`src/rtl/kbd_pkg.sv`:
```
// kbd_pkg
//   Shared definitions for the keyboard-to-ASCII path:
//   - set-2 scan codes that need special handling (modifiers, whitespace keys)
//   - the "no character" ASCII value
//   - the captured keyboard event record
//   - a helper that classifies modifier scan codes
package kbd_pkg;

    // Modifier scan codes (set 2)
    localparam logic [7:0] SC_LSHIFT = 8'h12;
    localparam logic [7:0] SC_RSHIFT = 8'h59;
    localparam logic [7:0] SC_CAPS   = 8'h58;

    // Whitespace / control scan codes (set 2)
    localparam logic [7:0] SC_ENTER  = 8'h5A;
    localparam logic [7:0] SC_BKSP   = 8'h66;
    localparam logic [7:0] SC_SPACE  = 8'h29;
    localparam logic [7:0] SC_TAB    = 8'h0D;

    // Translation result meaning "nothing to store"
    localparam logic [7:0] ASC_NONE  = 8'h00;

    // One keyboard event as captured on the strobe's rising edge
    typedef struct packed {
        logic [7:0] code;   // scan code
        logic       brk;    // 1 = break (key released), 0 = make
    } kbd_evt_t;

    // Shift and Caps Lock only change translation state; they never
    // produce a character themselves.
    function automatic logic is_modifier(input logic [7:0] code);
        return (code == SC_LSHIFT) || (code == SC_RSHIFT) || (code == SC_CAPS);
    endfunction

endpackage

```
`src/rtl/kbd_scan2ascii.sv`:
```
// kbd_scan2ascii
//   Purely combinational US set-2 scan code to ASCII table.
//   Ports:
//     code  [7:0]  in   make scan code
//     upper        in   either Shift key held
//     caps         in   Caps Lock active
//     ascii [7:0]  out  translated character, ASC_NONE for unmapped codes
//   Letters are uppercase when (upper XOR caps). Digits take their shifted
//   symbol from upper only. Space/Enter/Backspace/Tab ignore both modifiers.
module kbd_scan2ascii
    import kbd_pkg::*;
(
    input  logic [7:0] code,
    input  logic       upper,
    input  logic       caps,
    output logic [7:0] ascii
);

    logic [7:0] base;
    logic       letter;

    always_comb begin
        base   = ASC_NONE;
        letter = 1'b0;
        case (code)
            // letters: base is the lowercase code
            8'h1C: begin base = 8'h61; letter = 1'b1; end // a
            8'h32: begin base = 8'h62; letter = 1'b1; end // b
            8'h21: begin base = 8'h63; letter = 1'b1; end // c
            8'h23: begin base = 8'h64; letter = 1'b1; end // d
            8'h24: begin base = 8'h65; letter = 1'b1; end // e
            8'h2B: begin base = 8'h66; letter = 1'b1; end // f
            8'h34: begin base = 8'h67; letter = 1'b1; end // g
            8'h33: begin base = 8'h68; letter = 1'b1; end // h
            8'h43: begin base = 8'h69; letter = 1'b1; end // i
            8'h3B: begin base = 8'h6A; letter = 1'b1; end // j
            8'h42: begin base = 8'h6B; letter = 1'b1; end // k
            8'h4B: begin base = 8'h6C; letter = 1'b1; end // l
            8'h3A: begin base = 8'h6D; letter = 1'b1; end // m
            8'h31: begin base = 8'h6E; letter = 1'b1; end // n
            8'h44: begin base = 8'h6F; letter = 1'b1; end // o
            8'h4D: begin base = 8'h70; letter = 1'b1; end // p
            8'h15: begin base = 8'h71; letter = 1'b1; end // q
            8'h2D: begin base = 8'h72; letter = 1'b1; end // r
            8'h1B: begin base = 8'h73; letter = 1'b1; end // s
            8'h2C: begin base = 8'h74; letter = 1'b1; end // t
            8'h3C: begin base = 8'h75; letter = 1'b1; end // u
            8'h2A: begin base = 8'h76; letter = 1'b1; end // v
            8'h1D: begin base = 8'h77; letter = 1'b1; end // w
            8'h22: begin base = 8'h78; letter = 1'b1; end // x
            8'h35: begin base = 8'h79; letter = 1'b1; end // y
            8'h1A: begin base = 8'h7A; letter = 1'b1; end // z

            // digit row: shifted symbols follow the US layout
            8'h16: base = upper ? 8'h21 : 8'h31; // ! 1
            8'h1E: base = upper ? 8'h40 : 8'h32; // @ 2
            8'h26: base = upper ? 8'h23 : 8'h33; // # 3
            8'h25: base = upper ? 8'h24 : 8'h34; // $ 4
            8'h2E: base = upper ? 8'h25 : 8'h35; // % 5
            8'h36: base = upper ? 8'h5E : 8'h36; // ^ 6
            8'h3D: base = upper ? 8'h26 : 8'h37; // & 7
            8'h3E: base = upper ? 8'h2A : 8'h38; // * 8
            8'h46: base = upper ? 8'h28 : 8'h39; // ( 9
            8'h45: base = upper ? 8'h29 : 8'h30; // ) 0

            // whitespace / control keys
            SC_SPACE: base = 8'h20;
            SC_ENTER: base = 8'h0D;
            SC_BKSP:  base = 8'h08;
            SC_TAB:   base = 8'h09;

            default:  base = ASC_NONE;
        endcase
    end

    // Lowercase and uppercase ASCII letters differ only in bit 5.
    assign ascii = (letter && (upper ^ caps)) ? (base & 8'hDF) : base;

endmodule

```
`src/rtl/kbd_ascii_fifo.sv`:
```
// kbd_ascii_fifo
//   Consumes the scan-code event stream of a PS/2 keyboard interface, tracks
//   Shift / Caps Lock, translates make codes to ASCII and queues the
//   characters in a FIFO for the CPU.
//
//   Pipeline:
//     stage 0  rising edge of key_strobe captures key_code / key_release
//     stage 1  modifier update, translation, FIFO push (written at the end
//              of the stage-1 cycle)
//
//   Ports:
//     clk, rst_n          clock, asynchronous active-low reset
//     key_code [7:0]      scan code from the keyboard interface
//     key_strobe          event strobe, only its rising edge counts
//     key_release         1 = break event, sampled with key_code
//     rd_en               CPU pop request, ignored while empty
//     rd_data [7:0]       character at the FIFO head (0 while empty)
//     rd_valid            FIFO not empty
//     count [AW:0]        occupancy
//     overflow            sticky: a character was dropped on a full FIFO
//     ovf_clr             clears overflow (a simultaneous new drop wins)
//     irq                 same as rd_valid
//
//   Build option:
//     KBD_TYPEMATIC_FILTER_EN  when defined, a repeated make of the most
//                              recent key (no break in between) is dropped,
//                              suppressing keyboard auto-repeat.
module kbd_ascii_fifo
    import kbd_pkg::*;
#(
    parameter int DEPTH = 16,
    parameter int AW    = $clog2(DEPTH)   // derived, leave at default
)
(
    input  logic          clk,
    input  logic          rst_n,
    input  logic [7:0]    key_code,
    input  logic          key_strobe,
    input  logic          key_release,
    input  logic          rd_en,
    output logic [7:0]    rd_data,
    output logic          rd_valid,
    output logic [AW:0]   count,
    output logic          overflow,
    input  logic          ovf_clr,
    output logic          irq
);

    if ((DEPTH < 2) || (DEPTH > 256) || ((DEPTH & (DEPTH - 1)) != 0)) begin : g_bad_depth
        $error("kbd_ascii_fifo: DEPTH must be a power of two in 2..256");
    end

    localparam logic [AW:0] FULL_CNT = (AW+1)'(DEPTH);

    // ------------------------------------------------------------------
    // Stage 0: strobe edge detect and event capture
    // ------------------------------------------------------------------
    logic     strobe_q_reg;
    logic     ev_valid_reg;
    kbd_evt_t ev_reg;
    logic     key_event;

    assign key_event = key_strobe & ~strobe_q_reg;

    // strobe_q resets to 1 so a strobe already high when reset releases is
    // treated as stale, not as a fresh key event.
    always_ff @(posedge clk or negedge rst_n) begin
        if (!rst_n) begin
            strobe_q_reg <= 1'b1;
            ev_valid_reg <= 1'b0;
            ev_reg       <= '0;
        end else begin
            strobe_q_reg <= key_strobe;
            ev_valid_reg <= key_event;
            if (key_event) begin
                ev_reg.code <= key_code;
                ev_reg.brk  <= key_release;
            end
        end
    end

    // ------------------------------------------------------------------
    // Stage 1: modifiers and translation
    // ------------------------------------------------------------------
    logic       shift_l_reg;
    logic       shift_r_reg;
    logic       caps_reg;
    logic       ev_is_mod;
    logic [7:0] xlat_ascii;
    logic       repeat_hit;
    logic       push_req;

    assign ev_is_mod = is_modifier(ev_reg.code);

    kbd_scan2ascii u_scan2ascii (
        .code  (ev_reg.code),
        .upper (shift_l_reg | shift_r_reg),
        .caps  (caps_reg),
        .ascii (xlat_ascii)
    );

    always_ff @(posedge clk or negedge rst_n) begin
        if (!rst_n) begin
            shift_l_reg <= 1'b0;
            shift_r_reg <= 1'b0;
            caps_reg    <= 1'b0;
        end else if (ev_valid_reg) begin
            case (ev_reg.code)
                SC_LSHIFT: shift_l_reg <= ~ev_reg.brk;
                SC_RSHIFT: shift_r_reg <= ~ev_reg.brk;
                // Caps Lock toggles on press only; its release is a no-op.
                SC_CAPS:   if (!ev_reg.brk) caps_reg <= ~caps_reg;
                default:   ;
            endcase
        end
    end

`ifdef KBD_TYPEMATIC_FILTER_EN
    // last_make remembers the key currently held down (non-modifier).
    // A make matching it is an auto-repeat; its break re-arms the key.
    logic [7:0] last_make_reg;

    assign repeat_hit = ~ev_reg.brk && (ev_reg.code == last_make_reg);

    always_ff @(posedge clk or negedge rst_n) begin
        if (!rst_n) begin
            last_make_reg <= 8'h00;
        end else if (ev_valid_reg && !ev_is_mod) begin
            if (!ev_reg.brk) begin
                last_make_reg <= ev_reg.code;
            end else if (ev_reg.code == last_make_reg) begin
                last_make_reg <= 8'h00;
            end
        end
    end
`else
    assign repeat_hit = 1'b0;
`endif

    assign push_req = ev_valid_reg & ~ev_reg.brk & ~ev_is_mod &
                      (xlat_ascii != ASC_NONE) & ~repeat_hit;

    // ------------------------------------------------------------------
    // Character FIFO
    // ------------------------------------------------------------------
    logic [7:0]    mem [DEPTH];
    logic [AW-1:0] wptr_reg;
    logic [AW-1:0] rptr_reg;
    logic [AW:0]   count_reg;
    logic          overflow_reg;
    logic          fifo_full;
    logic          fifo_empty;
    logic          pop_ok;
    logic          push_ok;
    logic          ovf_set;

    assign fifo_full  = (count_reg == FULL_CNT);
    assign fifo_empty = (count_reg == '0);
    assign pop_ok     = rd_en & ~fifo_empty;
    // A pop in the same cycle frees the slot, so a push into a full FIFO
    // is still accepted then.
    assign push_ok    = push_req & (~fifo_full | pop_ok);
    assign ovf_set    = push_req & fifo_full & ~pop_ok;

    // Storage has no reset so it can map onto distributed/block RAM.
    always_ff @(posedge clk) begin
        if (push_ok) begin
            mem[wptr_reg] <= xlat_ascii;
        end
    end

    always_ff @(posedge clk or negedge rst_n) begin
        if (!rst_n) begin
            wptr_reg  <= '0;
            rptr_reg  <= '0;
            count_reg <= '0;
        end else begin
            if (push_ok) wptr_reg <= wptr_reg + AW'(1);
            if (pop_ok)  rptr_reg <= rptr_reg + AW'(1);
            case ({push_ok, pop_ok})
                2'b10:   count_reg <= count_reg + (AW+1)'(1);
                2'b01:   count_reg <= count_reg - (AW+1)'(1);
                default: count_reg <= count_reg;
            endcase
        end
    end

    // A drop in the same cycle as ovf_clr keeps the flag set.
    always_ff @(posedge clk or negedge rst_n) begin
        if (!rst_n) begin
            overflow_reg <= 1'b0;
        end else if (ovf_set) begin
            overflow_reg <= 1'b1;
        end else if (ovf_clr) begin
            overflow_reg <= 1'b0;
        end
    end

    // ------------------------------------------------------------------
    // Outputs
    // ------------------------------------------------------------------
    assign rd_valid = ~fifo_empty;
    assign irq      = rd_valid;
    assign count    = count_reg;
    assign overflow = overflow_reg;
    // Masked while empty so stale or uninitialised storage is never shown.
    assign rd_data  = rd_valid ? mem[rptr_reg] : ASC_NONE;

endmodule

```
`config.mk`:
```
export PLATFORM = sky130hd
export DESIGN_NAME = kbd_ascii_fifo
export DESIGN_NICKNAME = d
export VERILOG_FILES = /design/src/rtl/kbd_pkg.sv /design/src/rtl/kbd_scan2ascii.sv /design/src/rtl/kbd_ascii_fifo.sv
export SDC_FILE = /design/constraint.sdc
export NUM_CORES = 1
export LEC_CHECK = 0
export ABC_AREA = 0
export CAP_MARGIN = 10
export CELL_PAD_IN_SITES_DETAIL_PLACEMENT = 2
export CELL_PAD_IN_SITES_GLOBAL_PLACEMENT = 2
export CORE_ASPECT_RATIO = 1.75
export CORE_MARGIN = 1.5
export CORE_UTILIZATION = 35
export CTS_CLUSTER_DIAMETER = 80
export CTS_CLUSTER_SIZE = 25
export DETAILED_ROUTE_END_ITERATION = 10
export DONT_BUFFER_PORTS = 1
export PLACE_DENSITY_LB_ADDON = 0.1
export REMOVE_ABC_BUFFERS = 1
export SLEW_MARGIN = 20
export SYNTH_ARGS = -nofsm -noshare
export SYNTH_HDL_FRONTEND = slang
export SYNTH_HIERARCHICAL = 1
export SYNTH_SLANG_ARGS = --single-unit
```
`constraint.sdc`:
```
create_clock -name clk -period 9.8 [get_ports clk]
set_input_delay 2.94 -clock clk [delete_from_list [all_inputs] [get_ports clk]]
set_output_delay 2.94 -clock clk [all_outputs]
set_load 0.05 [all_outputs]
```
==> metrics.md <==
| Metric | Value |
|---|---|
| Fmax | 168 MHz |
| Clock Skew | 0.00854 ns |
| Syn Area/Cell | 15.5 sq um |
| CP Launch Type | flop |
| CP Class | flop to primary output |
| Vias in the first global route | 4707 |
| Initial drt markers | 213 |
| Ports | 30 |
| CTS Root Cell | clkbuf_16 |
| Post-CTS resize count | 0 |
| Worst path arrival time | 3.00 ns |
| Gr usage total | 19.1% |
| Leak pwr | 2.73 nW |
| Clk sinks | 156 |
| Synth cell types | 64 |
| Count leader, synth | edfxtp_1 |
| Worst Tran Pin Value | 0.988 ns |
| Status | finished with violations |
| CTS Buf Count | 17 |
| Maximum vdd drop | 102 uV |
| Yosys warns | 6 |
| Post-layout util | 39.8% |
| FF-to-FF path depth | 16 |
| ANT nets after route | 0 |
| Setup crit end kind | primary output |
| Total grt overflow | 0 |
| DP Worst Slack | 4.22 ns |
| Die area | 0.0217 sq mm |
| Post-DP HPWL | 13400 microns |
| Fillers | 2000 |
| Worst-path fanout max | 10 |
| Layout Area Growth over Synthesis | 11.2% |
| Max reg flops | 128 |
| Setup violators final | 0 |
| First-pass GRT wire length | 29800 microns |
| Share of cells above drive strength 1 | 22.2% |
| Area contributors post-synth | edfxtp_1, mux4_2, dfrtp_1, mux2_2, and2_1 |
| Synth Flop Type | edfxtp_1 |
| Ant. Diodes | 0 |
| Post-route minimum period | 5.94 ns |
| Flop2flop setup slack | 4.63 ns |
| Mapped Cells | 471 |
| Crit path required time | 6.86 ns |
| Largest net degree at the start of global routing | 34 |
| Max_slew headroom | 34.0% |
| Unrepaired setup endpoints after global routing | no |
| Starting density of the core | 35.8% |
| IO buf count | 0 |
| CTS tree | done |
| DRC | 2 |
| Vias | 4131 |
| Yosys top cell by area | edfxtp_1 |
| CORE AREA | 0.0204 sq mm |
| Routed length per instance | 27.1 microns |
| Final WS setup | 3.86 ns |
| Cts hold-fix bufs | 0 |
| Die height | 194 microns |
| Post-synth EDFFs | 128 |
| Number of synthesized register bits | 156 |
| Via density | 5.70 |
| WHS Endpoint | shift_r_reg |
| Pwr dens | 283 mW/mm^2 |
| Post-synthesis sequential area ratio | 62.3% |
| TritonRoute pass-1 iters | 10 |
| Most common library cells after synthesis | edfxtp_1, mux4_2, dfrtp_1, nand2_1, and2_1 |
| Ys async rst share | 17.9% |
| Final hold viol count | 0 |
| Final net count | 487 |
| Antenna violations before repair | 0 |
| CTS H-Tree Depth | 4 |
| Max cap viols | 0 |
| Post-synth top area share | 52.7% |
| Post-CTS Setup Bufs | 0 |
| Die Wd | 112 microns |
| Setup Total Neg Slack | 0 ns |
| Netlist area before placement | 0.00729 sq mm |
| Hold Path Depth | 2 |
| Clock Tree Buf Depth | 2 |
| Reg-to-reg critical path endpoint | count[3] |
| Tcrit/Tclk final | 60.7% |
| Drt total wl | 19700 microns |
| Max Slew Vio Count | 0 |
| Failing checks | design-rule violations |
| RePlAce Congestion | 0.792 |
| Hold Path Class | flop to flop |
| Critical R2R Launch | ev_reg[5] |
| CTS clk-pin slew, worst paths | 0.07 ns |
| # rows | 69 |
| Worst-Skew Late Latency | 0.43 ns |
| HP Start | shift_r_reg |
-- layer usage --
metal	vias up	part of all wire, %	GRT usage (%)
met3	29	2.3	3.06
met2	62	58	36.6
met1	2206	37	20.6
met5	-	0	0
li1	1834	-	-
met4	0	2.3	7.64
-- cell type report --
type	instances	area (sq um)	share of cell area, %
clock buffer	17	425	5.25
sequential	156	4550	56.1
tap	248	310	3.83
inverter	10	37.5	0.463
clock inverter	15	185	2.28
multi-input combinational	274	2560	31.6
timing repair buffer	5	37.5	0.463
-- logic make-up (layout without fill, tap and decap cells) --
family	after synthesis	in the layout	share of synthesized area (%)
compound gates	56	56	5.49
xor+xnor	14	14	1.68
fa+ha+maj	9	9	1.65
buf+inv	41	47	2.51
flops	156	156	62.3
mux	58	58	15.2
other cells	1	1	0.0514
simple gates	136	136	11.1
-- power by group --
part           switching, mW  internal (mW)
logic                  0.407          0.282
clock network          0.286          0.406
registers              0.135          0.782
-- worst max path at each step --
stage,startpoint,to,slack [ns],cells after the start
after global routing,count[1],rd_valid,3.67,3
after CTS,count[1],irq,3.75,3
after detailed placement,count[1],irq,4.22,3
after global placement,count[1],irq,4.29,3
final,count[1],irq,3.86,3
after floorplan,rptr_reg[0],rd_data[0],4.03,3
-- worst max-delay path: stages, from the launching register on --
cell and delay [ns]:
dfrtp_1 0.61, or4_4 0.67, nor2_1 0.64, inv_1 0.65
-- stage by stage --
step | hold WS (ns) | power [mW] | area, sq um | cells
after detailed placement | 0.484 | 1.64 | 7500 | 693
after global placement | 0.461 | 1.61 | 7500 | 693
after global routing | 0.534 | 2.40 | 8110 | 725
after floorplan | 0.441 | 1.45 | 7150 | 440
after CTS | 0.497 | 2.33 | 8110 | 725
final | 0.490 | 2.30 | 8110 | 725
-- cell usage in the layout, fill, tap and decap left out, types with 9 or more instances in the layout --
cell type / count
nor3_1: 11
o21ai_0: 9
mux2_2: 11
inv_1: 10
edfxtp_1: 128
mux4_2: 40
clkbuf_16: 17
a21oi_1: 15
xnor2_1: 10
nor2_1: 12
nor2b_1: 15
nand2_1: 24
and2_1: 17
dfrtp_1: 26
nand3_1: 14
Note: power is estimated with default switching activity, not from simulation.
==> RTL edit 1, RTL diff (same flow settings) <==
`DEPTH`: 16 -> 32.
--- a/src/rtl/kbd_ascii_fifo.sv
+++ b/src/rtl/kbd_ascii_fifo.sv
@@ -30,3 +30,3 @@
 #(
-    parameter int DEPTH = 16,
+    parameter int DEPTH = 32,
     parameter int AW    = $clog2(DEPTH)   // derived, leave at default
Ports: changed (resized count); port bits go from 30 to 31. The function was not compared with the original's and may differ.
==> RTL edit 1 against the original RTL <==
- sequential cell count up 131
- non-clock buffer count up 11
- power increased by 50%
- worst setup slack lost 0.74 ns
- area after synthesis is 69% higher
- via count grew 62%
- die area rose by 68%
- maximum frequency shrank 11%
- combinational power is 64% higher
- register-to-register slack lost 0.49 ns
- wire length increased by 71%
- cell count is 64% higher
- design area increased by 64%
- critical endpoint is now rd_data[7]
==> RTL edit 1: results (changes against the original RTL) <==
* Maximum ir drop on the vdd rail at 0.143 mV (was 0.102 mV)
* 1st-pass router iterations at 4 (was 10)
* Number of cells on the worst reg-to-reg path at 12 (was 16)
* Final routed wire length divided by cell count at 28.3 um (was 27.1 um)
* Leakage power figure at 0.00422 uW (was 0.00273 uW)
* Dpl hpwl at 23300 um (was 13400 um)
* Setup slack, reg-to-reg at 4.14 ns (was 4.63 ns)
* Outcome: complete, no violations (was complete, but fails checks)
* Clock latency at the later pin of the worst-skew pair at 0.51 ns (was 0.43 ns)
* Slew at the pin with the worst max-slew slack at 1.09 ns (was 0.988 ns)
* Reg2Reg Capture Point: mem[13][1]$_DFFE_PP_ (was count[3]$_DFFE_PN0P_)
* Net count, final at 746 (was 487)
* Number of global-route vias before repair at 7676 (was 4707)
* Share of cells above drive strength 1 at 0.184 (was 0.222)
* Synth cell types at 66 (was 64)
* Clock transition at path regs at 0.10 ns (was 0.07 ns)
* Routed vias/inst at 5.61 (was 5.70)
* Critical path data arrival time at 3.75 ns (was 3.00 ns)
* Global router's overall resource usage at 0.190 (was 0.191)
* Max reg flops at 256 (was 128)
* Max clock buf depth at 3 (was 2)
* Share of flip-flops with an asynchronous set or reset at 0.108 (was 0.179)
* Placed cells at 1165 (was 693)
* Cell types with the largest area share after synthesis: sky130_fd_sc_hd__edfxtp_1 62%, sky130_fd_sc_hd__mux4_2 12%, sky130_fd_sc_hd__dfrtp_1 6.1%, sky130_fd_sc_hd__nand2_1 1.4%, sky130_fd_sc_hd__nor2_1 1.3% (was sky130_fd_sc_hd__edfxtp_1 53%, sky130_fd_sc_hd__mux4_2 12%, sky130_fd_sc_hd__dfrtp_1 9.3%, sky130_fd_sc_hd__mux2_2 1.7%, sky130_fd_sc_hd__and2_1 1.5%)
* Count of flip-flops with a built-in enable after synthesis at 256 (was 128)
* Part of the Yosys area used for sequential elements at 0.686 (was 0.623)
* Deepest level of the CTS H-tree at 1 (was 4)
* Most frequent cells after synthesis: 256 x sky130_fd_sc_hd__edfxtp_1, 64 x sky130_fd_sc_hd__mux4_2, 45 x sky130_fd_sc_hd__nand2_1 (was 128 x sky130_fd_sc_hd__edfxtp_1, 40 x sky130_fd_sc_hd__mux4_2, 27 x sky130_fd_sc_hd__dfrtp_1)
* Initial antenna violation count at 1 (was 0)
* Violation count after the first detailed-route iteration at 486 (was 213)
* Drt total wl at 33700 um (was 19700 um)
* Largest fanout on the critical path at 44 (was 10)
* Layout Skew at 0.0253 ns (was 0.00854 ns)
* First-pass GRT wire length at 50800 um (was 29800 um)
* Hold-critical path depth at 2 (unchanged)
[RTL edit 1: metrics by stage]
step | hold slack, ns | utilization | setup slack (ns) | total power [uW] | area, um2
global placement | 0.465 | 0.371 | 3.60 | 2780 | 12800
detailed placement | 0.479 | 0.371 | 3.54 | 2830 | 12800
finish | 0.495 | 0.384 | 3.11 | 3450 | 13300
floorplan | 0.441 | - | 2.69 | 2450 | 12100
CTS | 0.500 | 0.383 | 2.98 | 3510 | 13300
global route | 0.516 | 0.384 | 2.86 | 3610 | 13300
[RTL edit 1: final cells by class]
type | instances | area [um2]
tap | 460 | 576
clock buffer | 24 | 409
multi-input combinational | 390 | 3620
inverter | 12 | 45.0
timing repair buffer | 16 | 120
fill | 3410 | 21300
sequential | 287 | 8470
clock inverter | 1 | 16.3
[RTL edit 1: logic make-up after synthesis]
logic type      Yosys count  share of synthesized area
buf+inv                  61                     0.0219
compound gates           92                     0.0537
xor+xnor                 17                     0.0121
simple gates            188                     0.0826
other cells               1                   0.000304
mux                      82                      0.133
flops                   287                      0.686
fa+ha+maj                10                     0.0107
[RTL edit 1: metal layers]
layer  track usage  up-vias  wire (um)
met3        0.0179       49        759
met5             0        -          0
met4        0.0745        0       1210
met2         0.393       98      20200
met1         0.191     3623      11500
li1              -     2903          -
[RTL edit 1: power by group]
| part | leakage, uW | switching, uW | internal, uW | total (uW) |
|---|---|---|---|---|
| clock | 0.000202 | 392 | 294 | 686 |
| combinational | 0.00129 | 686 | 441 | 1130 |
| sequential | 0.00273 | 219 | 1420 | 1640 |
[RTL edit 1: worst max-delay path: stages (launching register included)]
cell	delay (ns)
sky130_fd_sc_hd__dfrtp_4	1.03
sky130_fd_sc_hd__buf_4	0.57
sky130_fd_sc_hd__mux4_2	0.57
sky130_fd_sc_hd__a221oi_1	0.44
sky130_fd_sc_hd__nand2_1	0.16
sky130_fd_sc_hd__and3_1	0.39
[RTL edit 1: worst max path at each step]
| stage | from | endpoint | slack [ns] |
|---|---|---|---|
| after floorplan | rptr_reg[0]$_DFFE_PN0P_ | rd_data[4] | 2.69 |
| after global placement | rptr_reg[0]$_DFFE_PN0P_ | rd_data[7] | 3.60 |
| after detailed placement | rptr_reg[0]$_DFFE_PN0P_ | rd_data[7] | 3.54 |
| after CTS | rptr_reg[0]$_DFFE_PN0P_ | rd_data[7] | 2.98 |
| after global routing | rptr_reg[0]$_DFFE_PN0P_ | rd_data[7] | 2.86 |
| final | rptr_reg[0]$_DFFE_PN0P_ | rd_data[7] | 3.11 |
==> RTL edit 2, RTL diff (same flow settings) <==
Without the edit above. One comparison of `count_reg` changes from == to >=.
--- a/src/rtl/kbd_ascii_fifo.sv
+++ b/src/rtl/kbd_ascii_fifo.sv
@@ -156,3 +156,3 @@
 
-    assign fifo_full  = (count_reg == FULL_CNT);
+    assign fifo_full  = (count_reg >= FULL_CNT);
     assign fifo_empty = (count_reg == '0);
Behaviour: no difference found for any inputs over 4 cycles, from zero or initial values and one cycle with rst_n low; that may be too few to reach the edited logic, so the function may still have changed.
==> RTL edit 2 against the original RTL <==
- cell count grew 1.4%
- design area rose by 1.1%
- wire length decreased by 1.9%
- synthesized cell count up 1.5%
- critical endpoint is now rd_data[1]
- sequential cell count did not move
- power is 1.2% lower
- first-iteration DRC count shrank 8.0%
- clock skew is 0.0026 ns lower
- area after synthesis is 2.1% higher
- worst setup slack better by 0.15 ns
- worst hold slack lost 0.0068 ns
==> RTL edit 2: results (changes against the original RTL) <==
* Outcome: complete, no violations (was complete, but fails checks)
* Peak per-stage delay on the critical path at 0.64 ns (was 0.67 ns)
* Dpl cell area at 7590 um2 (was 7500 um2)
* Critical path data arrival time at 2.85 ns (was 3.00 ns)
* Part of the Yosys area used for sequential elements at 0.611 (was 0.623)
* Maximum number of pins on one net before global-route repair at 36 (was 34)
* Violation count after the first detailed-route iteration at 196 (was 213)
* Min-Delay Endpoint: shift_l_reg$_DFFE_PN0P_ (was shift_r_reg$_DFFE_PN0P_)
* Slew headroom at 0.356 (was 0.340)
* Gate family responsible for the most delay along the worst path: multiplexers (was simple AND/OR/NAND/NOR gates)
* Clock share of power at 0.299 (was 0.301)
* Cell-internal power at 1480 uW (was 1470 uW)
* Count of plain and timing-repair buffers at 4 (was 5)
* Non-clock buffers, area share at 0.00366 (was 0.00463)
* Largest fanout on the critical path at 35 (was 10)
* 1st-pass router iterations at 4 (was 10)
* Complex-gate fraction of the synthesized area at 0.0592 (was 0.0549)
* Placed cells at 703 (was 693)
* Drt total wl at 19300 um (was 19700 um)
* Sequential share of cell area at 0.555 (was 0.561)
* Leakage power figure at 0.00283 uW (was 0.00273 uW)
* Worst hold start: shift_l_reg$_DFFE_PN0P_ (was shift_r_reg$_DFFE_PN0P_)
* Vias after detailed routing at 4174 (was 4131)
* Layout Skew at 0.00598 ns (was 0.00854 ns)
* Cell types with the largest area share after synthesis: sky130_fd_sc_hd__edfxtp_1 52%, sky130_fd_sc_hd__dfrtp_1 9.1%, sky130_fd_sc_hd__mux4_1 7.4%, sky130_fd_sc_hd__mux4_2 5.7%, sky130_fd_sc_hd__mux2_2 1.8% (was sky130_fd_sc_hd__edfxtp_1 53%, sky130_fd_sc_hd__mux4_2 12%, sky130_fd_sc_hd__dfrtp_1 9.3%, sky130_fd_sc_hd__mux2_2 1.7%, sky130_fd_sc_hd__and2_1 1.5%)
* Clock buffer count at 19 (was 17)
* Xor/xnor share of the synthesized area at 0.0153 (was 0.0168)
* Global router's overall resource usage at 0.186 (was 0.191)
* Fill cell instance count of the final layout at 2073 (was 2000)
* Maximum ir drop on the vdd rail at 0.171 mV (was 0.102 mV)
* Slowest library cell on the worst path: sky130_fd_sc_hd__mux4_1 (was sky130_fd_sc_hd__or4_4)
* Number of signal-net inverters in the final layout at 12 (was 10)
* Post-Synth Adder-Cell Area at 0.0161 (was 0.0165)
* Average cell area after synthesis at 15.6 um2 (was 15.5 um2)
* Setup slack, reg-to-reg at 4.50 ns (was 4.63 ns)
* Final routed wire length divided by cell count at 26.3 um (was 27.1 um)
* Clock network area share at 0.0740 (was 0.0753)
* Multi-In Gates at 279 (was 274)
* Fraction of area in multi-input gates at 0.323 (was 0.316)
[RTL edit 2: changes by cell type after synthesis, moves of 3 or more]
cell / before / now
sky130_fd_sc_hd__mux4_1: 0 / 21
sky130_fd_sc_hd__mux4_2: 40 / 19
sky130_fd_sc_hd__mux2i_1: 3 / 6
sky130_fd_sc_hd__buf_8: 0 / 3
sky130_fd_sc_hd__buf_4: 2 / 5
sky130_fd_sc_hd__clkbuf_1: 14 / 9
[RTL edit 2: routing by layer]
metal / share of wire / track usage
met2: 0.57 / 0.352
met5: 0 / 0
met1: 0.38 / 0.207
met4: 0.023 / 0.0685
met3: 0.017 / 0.0290
[RTL edit 2: worst max-delay path by stage]
stage / from / end / slack, ns / depth (start not counted)
final: rptr_reg[0]$_DFFE_PN0P_ / rd_data[1] / 4.01 / 4
after global routing: rptr_reg[0]$_DFFE_PN0P_ / rd_data[1] / 3.90 / 4
after CTS: rptr_reg[0]$_DFFE_PN0P_ / rd_data[1] / 3.97 / 4
after detailed placement: rptr_reg[0]$_DFFE_PN0P_ / rd_data[1] / 4.43 / 4
after global placement: ev_reg[5]$_DFFE_PN0P_ / count[4]$_DFFE_PN0P_ / 4.47 / 17
after floorplan: rptr_reg[0]$_DFFE_PN0P_ / rd_data[0] / 4.22 / 3
[RTL edit 2: tightest hold or removal path: stages, from the launching register on]
cell and delay, ns:
sky130_fd_sc_hd__dfrtp_1 0.34, sky130_fd_sc_hd__nand2_1 0.05, sky130_fd_sc_hd__o21ai_0 0.06
[RTL edit 2: per-stage QoR]
stage | worst slack [ns] | util
detailed placement | 4.43 | 0.364
global route | 3.90 | 0.393
CTS | 3.97 | 0.393
finish | 4.01 | 0.393
floorplan | 4.22 | -
global placement | 4.47 | 0.364
